## src/rtl/buf_pkg.sv

```systemverilog
// Shared constants and FSM state types for the bf16 accelerator host buffer interface.
// The optional tlast checker in buf_stream_ctl is enabled with BUF_STREAM_TLAST_CHECK_EN.
package buf_pkg;

   // Buffer word-address width: 2 banks x 512 words, bit AW-1 selects the bank
   localparam int AW = 10;

   // Stream and buffer word width
   localparam int DW = 64;

   // Words per bank
   localparam int BANK_WORDS = 512;

   // Source (load) path states
   typedef enum logic [0:0] {
      SRC_IDLE = 1'b0,
      SRC_LOAD = 1'b1
   } srcState_e;

   // Destination (drain) path states
   typedef enum logic [1:0] {
      DST_IDLE  = 2'd0,
      DST_READ  = 2'd1,
      DST_FLUSH = 2'd2
   } dstState_e;

endpackage

```

## src/rtl/stream_fifo2.sv

```systemverilog
// Two-entry first-word-fall-through FIFO with valid/ready handshakes on both sides.
// The head entry is presented on out_data_o as soon as it is written.
module stream_fifo2 #(
   parameter int W = buf_pkg::DW + 1
) (
   input  logic         clk,
   input  logic         rst_n,
   input  logic [W-1:0] in_data_i,
   input  logic         in_valid_i,
   output logic         in_ready_o,
   output logic [W-1:0] out_data_o,
   output logic         out_valid_o,
   input  logic         out_ready_i,
   output logic [1:0]   count_o
);
   import buf_pkg::*;

   logic [W-1:0] mem_q [2];
   logic         wrPtr_q, wrPtr_d;
   logic         rdPtr_q, rdPtr_d;
   logic [1:0]   count_q, count_d;
   logic         push;
   logic         pop;

   assign in_ready_o  = (count_q != 2'd2);
   assign out_valid_o = (count_q != 2'd0);
   assign out_data_o  = mem_q[rdPtr_q];
   assign count_o     = count_q;
   assign push        = in_valid_i & in_ready_o;
   assign pop         = out_valid_o & out_ready_i;

   // Advance the pointers and occupancy for this cycle's push and pop
   always_comb begin
      wrPtr_d = wrPtr_q ^ push;
      rdPtr_d = rdPtr_q ^ pop;
      count_d = count_q + {1'b0, push} - {1'b0, pop};
   end

   // Storage and pointer registers; reset empties the FIFO and clears stale data
   always_ff @(posedge clk or negedge rst_n) begin
      if (!rst_n) begin
         for (int i = 0; i < 2; i++) begin
            mem_q[i] <= '0;
         end
         wrPtr_q <= 1'b0;
         rdPtr_q <= 1'b0;
         count_q <= 2'd0;
      end else begin
         if (push) begin
            mem_q[wrPtr_q] <= in_data_i;
         end
         wrPtr_q <= wrPtr_d;
         rdPtr_q <= rdPtr_d;
         count_q <= count_d;
      end
   end

endmodule

```

## src/rtl/buf_stream_ctl.sv

```systemverilog
// Host-side end of the bf16 accelerator buffer interface.
// Load path: AXI-Stream slave -> source-buffer write strobes.
// Drain path: destination-buffer reads -> 2-entry FIFO -> AXI-Stream master.
// Optional macro BUF_STREAM_TLAST_CHECK_EN enables the sticky s_tlast consistency flag on err.
module buf_stream_ctl #(
   parameter int AW = buf_pkg::AW,
   parameter int DW = buf_pkg::DW
) (
   input  logic          clk,
   input  logic          rst_n,
   input  logic          src_start,
   input  logic [AW:0]   src_len,
   input  logic          dst_start,
   input  logic [AW:0]   dst_len,
   input  logic [DW-1:0] s_tdata,
   input  logic          s_tvalid,
   input  logic          s_tlast,
   output logic          s_tready,
   output logic [DW-1:0] m_tdata,
   output logic          m_tvalid,
   output logic          m_tlast,
   input  logic          m_tready,
   output logic          src_v,
   output logic [AW-1:0] src_a,
   output logic [DW-1:0] src_d,
   output logic          dst_v,
   output logic [AW-1:0] dst_a,
   input  logic [DW-1:0] dst_d,
   output logic          src_busy,
   output logic          dst_busy,
   output logic          src_done,
   output logic          dst_done,
   output logic          err
);
   import buf_pkg::*;

   localparam logic [AW:0] LEN_ONE = {{AW{1'b0}}, 1'b1};

   // ---------------------------------------------------------------
   // Load path
   // ---------------------------------------------------------------
   srcState_e   srcState_q, srcState_d;
   logic [AW:0] srcLen_q, srcLen_d;
   logic [AW:0] srcCnt_q, srcCnt_d;
   logic        srcDone_q, srcDone_d;
   logic        srcBeat;
   logic        srcLast;

   assign s_tready = (srcState_q == SRC_LOAD);
   assign srcBeat  = s_tvalid & s_tready;
   assign srcLast  = (srcCnt_q == (srcLen_q - LEN_ONE));
   assign src_v    = srcBeat;
   assign src_a    = srcCnt_q[AW-1:0];
   assign src_d    = srcBeat ? s_tdata : '0;
   assign src_busy = (srcState_q == SRC_LOAD);
   assign src_done = srcDone_q;

   // Load FSM: latch the count on start, stop counting at len-1 so the address never overruns
   always_comb begin
      srcState_d = srcState_q;
      srcLen_d   = srcLen_q;
      srcCnt_d   = srcCnt_q;
      srcDone_d  = 1'b0;
      case (srcState_q)
         SRC_IDLE: begin
            if (src_start) begin
               srcLen_d = src_len;
               srcCnt_d = '0;
               if (src_len == '0) begin
                  srcDone_d = 1'b1;
               end else begin
                  srcState_d = SRC_LOAD;
               end
            end
         end
         SRC_LOAD: begin
            if (srcBeat) begin
               if (srcLast) begin
                  srcState_d = SRC_IDLE;
                  srcDone_d  = 1'b1;
               end else begin
                  srcCnt_d = srcCnt_q + LEN_ONE;
               end
            end
         end
         default: srcState_d = SRC_IDLE;
      endcase
   end

   // Load path state registers
   always_ff @(posedge clk or negedge rst_n) begin
      if (!rst_n) begin
         srcState_q <= SRC_IDLE;
         srcLen_q   <= '0;
         srcCnt_q   <= '0;
         srcDone_q  <= 1'b0;
      end else begin
         srcState_q <= srcState_d;
         srcLen_q   <= srcLen_d;
         srcCnt_q   <= srcCnt_d;
         srcDone_q  <= srcDone_d;
      end
   end

`ifdef BUF_STREAM_TLAST_CHECK_EN
   logic err_q, err_d;

   // Sticky flag: tlast must be high exactly on the final beat; cleared by the next accepted start
   always_comb begin
      err_d = err_q;
      if ((srcState_q == SRC_IDLE) && src_start) begin
         err_d = 1'b0;
      end else if (srcBeat && (s_tlast != srcLast)) begin
         err_d = 1'b1;
      end
   end

   // Error flag register
   always_ff @(posedge clk or negedge rst_n) begin
      if (!rst_n) begin
         err_q <= 1'b0;
      end else begin
         err_q <= err_d;
      end
   end

   assign err = err_q;
`else
   logic unusedTlast;

   assign unusedTlast = s_tlast;
   assign err         = 1'b0;
`endif

   // ---------------------------------------------------------------
   // Drain path
   // ---------------------------------------------------------------
   dstState_e     dstState_q, dstState_d;
   logic [AW:0]   dstLen_q, dstLen_d;
   logic [AW:0]   dstCnt_q, dstCnt_d;
   logic [AW-1:0] dstLastAddr_q, dstLastAddr_d;
   logic          inflight_q, inflight_d;
   logic          inflightLast_q, inflightLast_d;
   logic          dstDone_q, dstDone_d;
   logic [AW-1:0] rdAddr;
   logic [2:0]    dstOcc;
   logic          roomOk;
   logic          bankStall;
   logic          dstIssue;
   logic          dstLastIssue;
   logic [1:0]    fifoCount;
   logic          fifoOutValid;
   logic          fifoOutLast;
   logic [DW-1:0] fifoOutData;
   logic          fifoPop;
   logic          unusedFifoInReady;

   assign rdAddr       = dstCnt_q[AW-1:0];
   assign fifoPop      = fifoOutValid & m_tready;
   assign dstOcc       = {1'b0, fifoCount} + {2'b00, inflight_q};
   assign roomOk       = dstOcc < (3'd2 + {2'b00, fifoPop});
   assign bankStall    = inflight_q && (rdAddr[AW-1] != dstLastAddr_q[AW-1]);
   assign dstIssue     = (dstState_q == DST_READ) && roomOk && !bankStall;
   assign dstLastIssue = (dstCnt_q == (dstLen_q - LEN_ONE));

   assign dst_v    = dstIssue;
   assign dst_a    = dstIssue ? rdAddr : dstLastAddr_q;
   assign m_tvalid = fifoOutValid;
   assign m_tdata  = fifoOutData;
   assign m_tlast  = fifoOutValid & fifoOutLast;
   assign dst_busy = (dstState_q != DST_IDLE);
   assign dst_done = dstDone_q;

   // Drain FSM: issue reads while fewer than two words are owed to the stream, hold off one
   // cycle when the next read would switch banks while the previous read's data is being captured
   always_comb begin
      dstState_d     = dstState_q;
      dstLen_d       = dstLen_q;
      dstCnt_d       = dstCnt_q;
      dstLastAddr_d  = dstLastAddr_q;
      inflight_d     = dstIssue;
      inflightLast_d = dstIssue & dstLastIssue;
      dstDone_d      = 1'b0;
      if (dstIssue) begin
         dstLastAddr_d = rdAddr;
      end
      case (dstState_q)
         DST_IDLE: begin
            if (dst_start) begin
               dstLen_d = dst_len;
               dstCnt_d = '0;
               if (dst_len == '0) begin
                  dstDone_d = 1'b1;
               end else begin
                  dstState_d = DST_READ;
               end
            end
         end
         DST_READ: begin
            if (dstIssue) begin
               if (dstLastIssue) begin
                  dstState_d = DST_FLUSH;
               end else begin
                  dstCnt_d = dstCnt_q + LEN_ONE;
               end
            end
         end
         DST_FLUSH: begin
            if (fifoPop && fifoOutLast) begin
               dstState_d = DST_IDLE;
               dstDone_d  = 1'b1;
            end
         end
         default: dstState_d = DST_IDLE;
      endcase
   end

   // Drain path state registers
   always_ff @(posedge clk or negedge rst_n) begin
      if (!rst_n) begin
         dstState_q     <= DST_IDLE;
         dstLen_q       <= '0;
         dstCnt_q       <= '0;
         dstLastAddr_q  <= '0;
         inflight_q     <= 1'b0;
         inflightLast_q <= 1'b0;
         dstDone_q      <= 1'b0;
      end else begin
         dstState_q     <= dstState_d;
         dstLen_q       <= dstLen_d;
         dstCnt_q       <= dstCnt_d;
         dstLastAddr_q  <= dstLastAddr_d;
         inflight_q     <= inflight_d;
         inflightLast_q <= inflightLast_d;
         dstDone_q      <= dstDone_d;
      end
   end

   // Read data arrives one cycle after issue and is captured with its last-word marker
   stream_fifo2 #(
      .W (DW + 1)
   ) uOutFifo (
      .clk         (clk),
      .rst_n       (rst_n),
      .in_data_i   ({inflightLast_q, dst_d}),
      .in_valid_i  (inflight_q),
      .in_ready_o  (unusedFifoInReady),
      .out_data_o  ({fifoOutLast, fifoOutData}),
      .out_valid_o (fifoOutValid),
      .out_ready_i (m_tready),
      .count_o     (fifoCount)
   );

endmodule

```

## config.mk

```make
export PLATFORM = sky130hd
export DESIGN_NAME = buf_stream_ctl
export DESIGN_NICKNAME = d
export VERILOG_FILES = /design/src/rtl/buf_pkg.sv /design/src/rtl/stream_fifo2.sv /design/src/rtl/buf_stream_ctl.sv
export SDC_FILE = /design/constraint.sdc
export NUM_CORES = 1
export LEC_CHECK = 0
export BUFFER_PORTS_ARGS = -buffer_cell sky130_fd_sc_hd__buf_2
export CAP_MARGIN = 10
export CORE_ASPECT_RATIO = 0.9
export CORE_MARGIN = 2
export CORE_UTILIZATION = 30
export DETAILED_ROUTE_END_ITERATION = 10
export GPL_TIMING_DRIVEN = 0
export PLACE_DENSITY = 0.56
export SLEW_MARGIN = 10
export SYNTH_ARGS = -nofsm -noshare
export SYNTH_HDL_FRONTEND = slang
export SYNTH_HIERARCHICAL = 1
export SYNTH_SLANG_ARGS = --single-unit
```

## constraint.sdc

```tcl
create_clock -name clk -period 4.4 [get_ports clk]
set_input_delay 0.22 -clock clk [delete_from_list [all_inputs] [get_ports clk]]
set_output_delay 0.22 -clock clk [all_outputs]
set_load 0.02 [all_outputs]
```

==> reports/qor.yml <==
tightest_slew_ps: 762
cts.path.max_buffers: 2
finalCriticalPeriod_ps: 3060
n_fill_cell: 3416
num_rows: 65
status: "complete, no violations"
path_max_fanout: 11
vdd_drop_max_mv: 0.362
final_nets: 1365
hold_violations: 0
via_per_inst: 4.63
fmax_ghz: 0.327
relSlewSlack_pct: 48.7
setup_viol: 0
drt_iter0_drc: 506
worstPathArrival_ps: 2840
grt_overflow_total: 0
ys_top_cells_by_area: "dfrtp_1 (46%), mux2_4 (20%), mux2_2 (8.2%)"
multiInputGateArea_um2: 5160
end_kind: "output pin"
grt_start_max_net_pins: 103
layout-drive-gt1-share_pct: 50.5
syn_to_final_growth_pct: 30.2
critical_path_class: "reg -> out"
synth_warnings: 6
min_period_over_period_pct: 69.4
antenna_found_initial: 0
ant_nets: 0
cp-startpoint: "inflight_q$_DFF_PN0_"
clkSlewWorstSetupHoldPaths_ps: 80
dieWidth_um: 202
reg2reg_to: "dstState_q[0]$_DFFE_PN0P_"
final_cell_area_um2: 13700
synth_cell_type_count: 55
crit_end: "dst_a[5]"
avgSynthCellArea_um2: 12.8
num_antenna_cells: 0
synth-seq-cells: 195
io_buffers: 312
drt_first_pass_iters: 5
yosys.area.top_type: "dfrtp_1"
root_buffer: "clkbuf_16"
worstPathRequired_ps: 4180
wire_per_inst_um: 16.8
final_max_slew_viol_count: 0
ff_latch_area_um2: 4880
synthFlopType: "dfrtp_1"
regToRegSetupSlack_ps: 1640
synth_edf_count: 0
grt_usage_pct: 15.2
num_io_pins: 315
syn_nets: 993
hold_class: "in -> reg"
grt_pass1_vias: 7761
cts_setup_buffers: 0
die_h_um: 182
dpl-instance-area_um2: 12700
netlist_area_um2: 10500
cp-start-kind: "register"
hpwl_um: 20800
setup_tns_ps: 0
grt_pass1_wl_um: 44400
core_um2: 34800
cts_tree: "done"
drv_cap: 0
ctsHtreeMaxLevel: 4
wl_um: 28200
start_util_pct: 30.3
clkSinkCount: 195
floorplan.die_area_um2: 36600
drcViolationCount: 0
numCtsBuffers: 17
synth_cells: 826
gp_congestion: 0.798
yosysTopAreaCellShare_pct: 46.3
reg2regPathDepth: 9
synth-seq-area-share_pct: 46.3
leakagePower_nw: 6.88
whs_ps: 32.3
r2r-start: "dstLen_q[0]$_DFFE_PN0P_"
skew_ps: 13.1
cellPowerDensity_nw_per_um2: 737
rsz0062_at_grt: "false"
num_vias: 7773
async_reset_ff_share_pct: 100
clock_latency_ps: 440
-- flip-flops by register name, indices dropped and copies added (netlist names) --
register          cells
srcLen_q             11
dst_done              1
uOutFifo/wrPtr_q      1
dstLen_q             11
src_done              1
uOutFifo/rdPtr_q      1
dstCnt_q             11
dstLastAddr_q        10
inflight_q            1
uOutFifo/mem_q      130
dstState_q            2
inflightLast_q        1
srcCnt_q             11
uOutFifo/count_o      2
s_tready              1
-- worst max-delay path, stage by stage, from the launching register on --
cell and delay [ps]:
dfrtp_1 410, ha_1 210, ha_1 260, o21ai_0 70
nand3_1 170, inv_1 210, buf_1 490, mux2_2 410
buf_2 160
-- layout make-up --
type	instances	share of cell area [%]
plain buffers	63	3.09
flip-flops and latches	195	35.6
repair buffers	353	14.6
clock buffers	19	3.30
well taps	469	4.28
clock inverters	13	1.01
inverters	18	0.493
multi-input cells	550	37.7
-- logic make-up after synthesis --
kind of cell             share of synthesized area (%)
multiplexers                                      29.8
adder cells (fa/ha/maj)                           1.19
AND/OR/NAND/NOR                                   11.5
other                                           0.0356
XOR/XNOR                                          2.74
flip-flops                                        46.3
buffers and inverters                             4.67
AO/OA/AOI/OAI                                     3.78
-- how the worst min path moves through the flow --
stage               slack [ps]       start                              end  cells past startpoint
floorplan                  -80       rst_n          dstCnt_q[0]$_DFFE_PN0P_                      0
global placement           440  dst_len[4]          dstLen_q[4]$_DFFE_PN0P_                      3
detailed placement         310       rst_n  uOutFifo/mem_q[106]$_DFFE_PN0P_                      1
CTS                       0.04   dst_d[17]   uOutFifo/mem_q[17]$_DFFE_PN0P_                      2
global route               0.2   dst_d[15]   uOutFifo/mem_q[15]$_DFFE_PN0P_                      2
finish                      30    dst_d[2]   uOutFifo/mem_q[67]$_DFFE_PN0P_                      2
-- metrics by stage --
step | total power, mW | worst slack [ps] | std cells | util (%)
6_report | 10.1 | 1340 | 1680 | 39.4
5_1_grt | 10.7 | 1070 | 1680 | 39.4
4_1_cts | 10.2 | 1300 | 1680 | 39.4
3_5_place_dp | 8.56 | 1630 | 1608 | 36.5
3_3_place_gp | 8.46 | -371 | 1607 | 36.4
2_1_floorplan | 7.16 | 1970 | 826 | -
-- power breakdown --
group	switching [mW]	total [mW]	internal (mW)	leakage [nW]
combinational	2.51	5.36	2.84	4.27
clock	0.756	1.59	0.834	0.288
sequential	0.557	3.15	2.60	2.32
-- cell usage in the layout (no fill, tap or decap), drive strengths merged, types with 3 or more instances in the layout --
master         n
o211ai        12
or3            3
nand3b         4
clkbuf        45
nand2b         7
nand4          7
and3          72
dlygate4sd3   40
clkinv         3
nor4b          3
nand2         55
buf          350
a21oi         10
a31o           3
and2           3
xor2          11
a31oi          3
dfrtp        195
ha            10
nor2          16
inv           25
nor4          10
nand3         13
nor3          10
o21ai         15
xnor2         22
mux2         217
mux2i         17
nor2b          4
-- cells in the mapped netlist, drive strengths merged (2+ instances only) --
cell,count
a21oi,10
or2,2
nand3,13
nand3b,4
nor4,10
dfrtp,195
nand2b,7
o21ai,15
inv,18
clkbuf,26
nor2,16
or3,3
ha,10
a21o,2
mux2,217
xnor2,22
nor4b,3
o211ai,12
and3b,2
buf,37
or4,2
a31oi,3
mux2i,17
a31o,3
o21a,2
and3,72
and2,3
xor2,11
nand4,7
nand2,55
nor2b,4
nor3,10
-- routing by layer --
layer  track usage (%)  share of wire, %  vias up
li1                  -                 -     3683
met1              22.5                50     3894
met2              22.8                45      187
met3              3.27               4.5        9
met4              3.03              0.57        0
met5                 0                 0        -
-- what timing repair did --
item                                    4_1_cts  5_1_grt
resized for setup                             0        0
hold buffers                                 40        0
endpoints found under the setup margin        0        0
hold endpoints to repair                    140        0
Note: power is estimated with default switching activity, not from simulation.
